===== src/rtl/bcrypt_pkg.sv =====
// bcrypt_pkg: shared constants and core FSM encoding for the bcrypt core scheduler
package bcrypt_pkg;
    localparam int NUM_CORES_DEF = 4;
    localparam int IDX_W_DEF = 2;
    localparam int CNT_W = 32;
    typedef enum logic [1:0] {
        ST_IDLE,
        ST_RUN,
        ST_DONE_WAIT,
        ST_CLEAR
    } core_state_e;
endpackage


===== src/rtl/bcrypt_rr_arb.sv =====
// bcrypt_rr_arb: round-robin pick of the first set request after the pointer index
module bcrypt_rr_arb #(
    parameter int N = 4,
    parameter int IDX_W = 2
) (
    input  logic [N-1:0]     req_i,
    input  logic [IDX_W-1:0] ptr_i,
    output logic [IDX_W-1:0] grant_o,
    output logic             any_o
);
    function automatic logic [IDX_W-1:0] rot(input logic [IDX_W-1:0] p, input int i);
        return IDX_W'((int'(p) + i) % N);
    endfunction

    // Scan from farthest to nearest so the last hit is the closest one after ptr_i
    always_comb begin
        grant_o = '0;
        for (int i = N; i >= 1; i--) begin
            if (req_i[rot(ptr_i, i)]) grant_o = rot(ptr_i, i);
        end
    end

    assign any_o = |req_i;
endmodule


===== src/rtl/bcrypt_core_sched.sv =====
// bcrypt_core_sched: dispatches host jobs to idle bcrypt cores round-robin,
// times each run and reports finished cores back to the host one at a time.
module bcrypt_core_sched
    import bcrypt_pkg::*;
#(
    parameter int NUM_CORES = NUM_CORES_DEF,
    parameter int IDX_W = IDX_W_DEF
) (
    input  logic                 clk,
    input  logic                 rst,
    input  logic                 host_req,
    output logic                 host_ack,
    output logic [IDX_W-1:0]     host_core,
    output logic [NUM_CORES-1:0] core_start,
    input  logic [NUM_CORES-1:0] core_done,
    output logic                 result_valid,
    output logic [IDX_W-1:0]     result_core,
    output logic [CNT_W-1:0]     result_cycles,
    input  logic                 result_ready,
    output logic [NUM_CORES-1:0] busy
);
    core_state_e          state_q [NUM_CORES];
    core_state_e          state_d [NUM_CORES];
    logic [CNT_W-1:0]     cnt_q [NUM_CORES];
    logic [CNT_W-1:0]     cnt_d [NUM_CORES];
    logic [IDX_W-1:0]     disp_ptr_q, disp_ptr_d, res_ptr_q, res_ptr_d, res_sel_q, res_sel_d;
    logic                 res_valid_q, res_valid_d;
    logic [NUM_CORES-1:0] idle, waiting;
    logic [IDX_W-1:0]     disp_idx, res_idx;
    logic                 disp_any, res_any, res_xfer;

    bcrypt_rr_arb #(.N(NUM_CORES), .IDX_W(IDX_W)) u_disp_arb (
        .req_i(idle), .ptr_i(disp_ptr_q), .grant_o(disp_idx), .any_o(disp_any)
    );

    bcrypt_rr_arb #(.N(NUM_CORES), .IDX_W(IDX_W)) u_res_arb (
        .req_i(waiting), .ptr_i(res_ptr_q), .grant_o(res_idx), .any_o(res_any)
    );

    always_comb begin
        for (int k = 0; k < NUM_CORES; k++) begin
            idle[k] = state_q[k] == ST_IDLE;
            waiting[k] = state_q[k] == ST_DONE_WAIT;
            core_start[k] = state_q[k] == ST_RUN || waiting[k];
            busy[k] = !idle[k];
        end
    end

    // Reset leaves every core IDLE, so the ack must be masked explicitly
    assign host_ack = host_req && disp_any && !rst;
    assign host_core = disp_idx;
    assign res_xfer = res_valid_q && result_ready;
    assign result_valid = res_valid_q;
    assign result_core = res_sel_q;
    assign result_cycles = cnt_q[res_sel_q];

    always_comb begin
        disp_ptr_d = host_ack ? disp_idx : disp_ptr_q;
        res_ptr_d = res_xfer ? res_sel_q : res_ptr_q;
        res_valid_d = res_xfer ? 1'b0 : (res_valid_q || res_any);
        res_sel_d = (!res_valid_q && res_any) ? res_idx : res_sel_q;
        for (int k = 0; k < NUM_CORES; k++) begin
            state_d[k] = state_q[k];
            cnt_d[k] = cnt_q[k];
            case (state_q[k])
                ST_IDLE: begin
                    if (host_ack && disp_idx == IDX_W'(k)) begin
                        state_d[k] = ST_RUN;
                        cnt_d[k] = '0;
                    end
                end
                ST_RUN: begin
                    cnt_d[k] = (&cnt_q[k]) ? cnt_q[k] : cnt_q[k] + CNT_W'(1);
                    // A zero count marks the first RUN cycle, where done is still stale
                    if (core_done[k] && cnt_q[k] != '0) state_d[k] = ST_DONE_WAIT;
                end
                ST_DONE_WAIT: begin
                    if (res_xfer && res_sel_q == IDX_W'(k)) state_d[k] = ST_CLEAR;
                end
                default: state_d[k] = ST_IDLE;
            endcase
        end
    end

    always_ff @(posedge clk or posedge rst) begin
        if (rst) begin
            for (int k = 0; k < NUM_CORES; k++) begin
                state_q[k] <= ST_IDLE;
                cnt_q[k] <= '0;
            end
            disp_ptr_q <= IDX_W'(NUM_CORES - 1);
            res_ptr_q <= IDX_W'(NUM_CORES - 1);
            res_sel_q <= '0;
            res_valid_q <= 1'b0;
        end else begin
            state_q <= state_d;
            cnt_q <= cnt_d;
            disp_ptr_q <= disp_ptr_d;
            res_ptr_q <= res_ptr_d;
            res_sel_q <= res_sel_d;
            res_valid_q <= res_valid_d;
        end
    end
endmodule


===== config.mk =====
export PLATFORM = sky130hd
export DESIGN_NAME = bcrypt_core_sched
export DESIGN_NICKNAME = d
export VERILOG_FILES = /design/src/rtl/bcrypt_pkg.sv /design/src/rtl/bcrypt_rr_arb.sv /design/src/rtl/bcrypt_core_sched.sv
export SDC_FILE = /design/constraint.sdc
export NUM_CORES = 1
export LEC_CHECK = 0
export CAP_MARGIN = 40
export CORE_MARGIN = 1.5
export CORE_UTILIZATION = 30
export CTS_CLUSTER_SIZE = 14
export DETAILED_ROUTE_END_ITERATION = 10
export HOLD_SLACK_MARGIN = 0.05
export SYNTH_ARGS = -nofsm -noshare
export SYNTH_HDL_FRONTEND = slang
export SYNTH_SLANG_ARGS = --single-unit

===== constraint.sdc =====
create_clock -name clk -period 6.7 [get_ports clk]
set_input_delay 1.34 -clock clk [delete_from_list [all_inputs] [get_ports clk]]
set_output_delay 1.34 -clock clk [all_outputs]
set_load 0.05 [all_outputs]

==> impl_metrics.json <==
{
  "cp_data_required_time_ps": 5360,
  "r2r_end": "cnt_q[87]$_DFFE_PP0P_",
  "hpwlAfterDp_mm": 23.3,
  "path_delay_family": "buffers and inverters",
  "yosys_warnings": 0,
  "cpMaxStageDelayCell": "clkdlybuf4s50_1",
  "rows": 66,
  "synth_area_mm2": 0.00999,
  "grt_pass1_wl_mm": 51.9,
  "synth.area.top_cells": "dfrtp_1, mux4_2, o21ai_0, nand2_1, nand3_1",
  "worstReg2RegStart": "state_q[4]$_DFFE_PP0P_",
  "critical_path_buf_inv_count": 4,
  "synth.avg_cell_area_um2": 8.72,
  "start_util": 0.306,
  "die-area_mm2": 0.0344,
  "synth_edf_count": 0,
  "crit_chain": "clkdlybuf4s50_1 > clkinvlp_4 > nand3_2 > inv_2 > clkdlybuf4s50_1",
  "fin_nets": 1191,
  "synth_top_cell_by_area": "dfrtp_1",
  "final_cell_mix": "dfrtp_1, nand2_1, o21ai_0, nand3_1, clkdlybuf4s50_1",
  "synthAdderAreaFrac": 0.0301,
  "fin_ws_ps": 2080,
  "drc": 0,
  "dp_slack_ps": 2000,
  "grt_pass1_vias": 8899,
  "synthArstFlopShare": 1.00,
  "r2r_cells": 11,
  "min_from": "res_ptr_q[1]$_DFFE_PP1P_",
  "critPathArrivalTime_ps": 3280,
  "max_freq_mhz": 217,
  "holdWs_ps": 496,
  "grt.busiest_layer": "met2",
  "ctsResizeCount": 0,
  "synth-compound-area-share": 0.219,
  "synth_top_family_by_area": "simple AND/OR/NAND/NOR gates",
  "setup_tns_ps": 0,
  "clock_skew_ps": 14.5,
  "wl_mm": 33.3,
  "grt_max_degree": 144,
  "hold_violations": 0,
  "use_met3": 0.0331,
  "seqCellArea_mm2": 0.00358,
  "synthMuxAreaShare": 0.0829,
  "vdd.ir_drop.worst_mv": 0.255,
  "antenna_cells": 0,
  "fin_crit_sh": 0.689,
  "synth_simple_gate_area_frac": 0.255,
  "cts_made_buffers": 17,
  "rrSetupSlack_ps": 3150,
  "outcome": "completed",
  "io_buffer_count": 53,
  "slowest_delay_ps": 830,
  "crit_top_cell": "clkdlybuf4s50_1",
  "syn2layout_area_growth_pct": 15.0,
  "hp-class": "flop to flop",
  "clkTransAtPathRegs_ps": 70,
  "cts_tree": "built",
  "die_h_um": 186,
  "fin_util": 0.351,
  "total_leakage_power_nw": 4.51,
  "root_buffer": "clkbuf_16",
  "synth.top_cell.area_share": 0.348,
  "cp-end-kind": "primary output",
  "power_density_mw_per_mm2": 380,
  "period_minus_slack_ps": 4620,
  "cts_num_sinks": 143,
  "first_iter_violations": 979,
  "synth_cell_types": 72,
  "worstSkewPairLatency_ps": 450,
  "cts_max_level": 4,
  "ios": 54,
  "vias_per_cell": 6.04,
  "cts_hold_buffers": 0,
  "grt_use_met2": 0.306,
  "ys_seq_elements": 143,
  "layout_commonest_cell": "dfrtp_1",
  "fillCellCount": 3360,
  "slew_viol_final": 0,
  "groute.usage.overall": 0.196,
  "antenna_left": 0,
  "tightest_slew_ps": 904,
  "rsz0062_at_grt": "false",
  "dr_total_vias": 9750,
  "die_x_um": 186,
  "hold_depth": 2,
  "drv_cap": 0,
  "hold_end": "res_ptr_q[1]$_DFFE_PP1P_",
  "grt_use_met1": 0.276,
  "synth_nets": 1178,
  "core_mm2": 0.0327,
  "route.detailed.wl_per_inst_um": 20.6,
  "finalSetupViolations": 0,
  "cts.path.max_buffers": 2,
  "synth_xor_area_frac": 0,
  "post_cts_buffers": 0,
  "drt_first_pass_iters": 6,
  "crit_type": "input pin to primary output",
  "overflow": 0,
  "antenna_found_initial": 1,
  "slew_headroom": 0.397,
  "synth_cells": 1146,
  "startpoint_type": "input pin",
  "synthFlopType": "dfrtp_1",
  "yosysSeqAreaShare": 0.359,
  "multiInputGateArea_mm2": 0.00588,
  "gp_congestion": 0.907,
  "crit_fanout": 8,
  "drive_gt1_frac": 0.106
}
==> worst reg2reg max path, cell delays in order, from the launching register on <==
cell      delay, ps
dfrtp_1         380
inv_1           130
ha_1            320
nor2b_1         230
a21oi_1          80
o211ai_2        160
and2_1          490
a31oi_4         140
buf_4           260
or3_1           650
buf_16          270
o41ai_1         330
==> how the worst max path moves through the flow <==
stage	slack, ps	endpoint	cells after the start	startpoint
2_1_floorplan	1010	host_ack	3	rst
3_3_place_gp	2030	host_ack	5	rst
3_5_place_dp	2000	host_ack	5	rst
4_1_cts	2000	host_ack	5	rst
5_1_grt	1950	host_ack	5	rst
6_report	2080	host_ack	5	rst
==> synthesized netlist by cell type (17+ instances only) <==
library cell  number
and3_1            43
nand3_1           86
and2_1            17
nor2_1            42
a21oi_1           22
o31ai_1           32
inv_1             45
o21ai_0          130
nand4_1           34
nor3_1            19
ha_1              24
mux4_2            32
a31oi_1           32
dfrtp_1          139
clkbuf_1          47
nand2_1          134
nor4_1            38
==> stage by stage <==
stage	total power, mW	std cells	cell area, um2
global placement	3.36	1577	10800
CTS	4.37	1614	11500
finish	4.37	1614	11500
detailed placement	3.43	1582	10900
global route	4.61	1614	11500
floorplan	2.75	1146	10000
==> where the power goes <==
part	internal, mW	switching, mW
Combinational	0.723	1.56
Clock	0.497	0.440
Sequential	0.982	0.170
Total	2.20	2.17
==> layer usage <==
| layer | part of all wire | vias to the layer above |
|---|---|---|
| li1 | - | 4441 |
| met1 | 0.44 | 4852 |
| met2 | 0.47 | 414 |
| met3 | 0.074 | 43 |
| met4 | 0.019 | 0 |
| met5 | 0 | - |
==> state kept, by name, indices dropped and copies added (netlist names) <==
name and cells:
state_q 8, disp_ptr_q 2, cnt_q 128, result_core 2, result_valid 1, res_ptr_q 2
==> layout make-up <==
cell class / count / area share
timing repair buffer: 72 / 0.0637
sequential: 143 / 0.312
clock inverter: 14 / 0.0109
multi-input combinational: 877 / 0.511
clock buffer: 18 / 0.0382
inverter: 48 / 0.0160
tap: 442 / 0.0481
==> cell families (layout without fill, tap and decap cells) <==
logic type | count (synthesis) | count (layout)
AO/OA/AOI/OAI | 329 | 329
adder cells (fa/ha/maj) | 24 | 24
buffers and inverters | 126 | 152
flip-flops | 143 | 143
multiplexers | 42 | 42
AND/OR/NAND/NOR | 482 | 482
(Power assumes the default switching activity.)
==> RTL change, RTL diff (same settings) <==
Set the package constant `CNT_W` to 40 (it was 32).
--- a/src/rtl/bcrypt_pkg.sv
+++ b/src/rtl/bcrypt_pkg.sv
@@ -2,7 +2,7 @@
 package bcrypt_pkg;
     localparam int NUM_CORES_DEF = 4;
     localparam int IDX_W_DEF = 2;
-    localparam int CNT_W = 32;
+    localparam int CNT_W = 40;
     typedef enum logic [1:0] {
         ST_IDLE,
         ST_RUN,
Interface: changed (resized result_cycles); port bits go from 54 to 62. The function was not compared with the original's and may differ.
==> RTL change against the unedited design <==
  * Critical path depth up 2
  * Setup slack better by 0.049 ns
  * Utilization down 0.35 points
  * Total power up 15%
  * Sequential share of layout area up 0.68 points
  * Design area up 20%
  * Global-route usage up 1.3 points
  * Register-to-register slack worse by 0.43 ns
  * Synthesized area up 20%
  * Sequential cell count up 32
  * Wire length up 29%
  * Critical endpoint is now host_core[0]
==> RTL change: results <==
[grt]
antenna_found_initial = 0
grt_max_degree = 56
track_usage = 0.209
grt_pass1_wl_um = 66400
grt_pass1_vias = 10900

[setup_path]
reg2regPathDepth = 9
r2r_start = "state_q[0]"
cp_slowest_cell = "clkdlybuf4s50_1"
crit_arrival_ns = 3.23
crit_path_start_kind = "flip-flop"
critical_path.top_delay_family = "buffers and inverters"
crit_fanout = 9
critPathMaxStageDelay_ns = 0.81

[routing]
vias_per_cell = 6.21
drt_iter0_markers = 1374
firstDrtPassIters = 8
routed_wl_um = 43100

[power]
leakagePower_nw = 5.22
vdd_drop_max_v = 0.000203

[place]
io_buffers = 61
gp_congestion = 0.893
dp_hpwl_um = 31300

[synth]
syn_nets = 1391
ys_types = 76
seq_area_frac_synth = 0.366
synth_top_cells_by_count = "dfrtp_1, nand2_1, nor2_1"

[clock_network]
cts_setup_buffers = 0
clockBufferDepth = 2

[run_status]
outcome = "completed"

[sta]
relSlewSlack = 0.390
fin_skew_ns = 0.0109

[cells_and_area]
drive_gt1_frac = 0.105
largestRegisters = "cnt_q (160), state_q (8)"

[hold_path]
hold_path.startpoint = "res_ptr_q[0]"
RTL change: cell count changes in the layout (fill, tap and decap cells not counted), moves of 31 or more:
cell / before / now
dfrtp_1: 138 / 169
o31ai_1: 32 / 82
o21ai_0: 130 / 85
nor2_1: 42 / 86
nand4_1: 34 / 66
o21ai_1: 8 / 49
RTL change: cells by family after synthesis:
family                   after synthesis  share of synthesized area
flip-flops                           175                      0.366
buffers and inverters                150                     0.0515
adder cells (fa/ha/maj)               25                     0.0261
multiplexers                          51                     0.0851
AO/OA/AOI/OAI                        436                      0.242
AND/OR/NAND/NOR                      520                      0.229
XOR/XNOR                               1                   0.000730
RTL change: layout make-up:
class                           instances  area, um2
Clock inverter                         15        206
Inverter                               55        210
Sequential cell                       175       4390
Tap cell                              525        657
Clock buffer                           17        425
Multi-Input combinational cell       1033       7010
Timing Repair Buffer                   86        871
Fill cell                            4016      25800
RTL change: metal layers:
layer,GRT usage,share of wire,up-vias
met5,0,0,-
met4,0.0854,0.035,0
met3,0.0424,0.078,73
met2,0.324,0.45,598
met1,0.285,0.43,5868
li1,-,-,5301
RTL change: stage by stage:
stage	hold slack, ns	area, um2	utilization	instances	setup slack (ns)
6_report	0.492	13800	0.348	1906	2.13
5_1_grt	0.504	13800	0.348	1906	1.97
4_1_cts	0.493	13800	0.348	1906	2.15
3_5_place_dp	0.480	13100	0.332	1874	2.16
3_3_place_gp	0.475	13000	0.329	1867	2.16
2_1_floorplan	0.459	12000	-	1358	0.459
RTL change: worst min-delay path, cell delays in order, from the launching register on:
cell and delay (ns):
dfstp_2 0.38, nand2_1 0.04, o21ai_0 0.07
RTL change: power breakdown:
group          internal, W  switching (W)
registers          0.00116       0.000162
clock network     0.000630       0.000471
logic             0.000835        0.00175
total              0.00263        0.00239
RTL change: worst paths after layout:
check                                to  slack, ns
min in group asynchronous    cnt_q[111]       1.61
hold reg to reg            res_ptr_q[0]       0.49
max in group asynchronous     cnt_q[53]       3.89
hold / removal             res_ptr_q[0]       0.49
setup / recovery           host_core[0]       2.13
setup reg to reg              cnt_q[84]       2.72
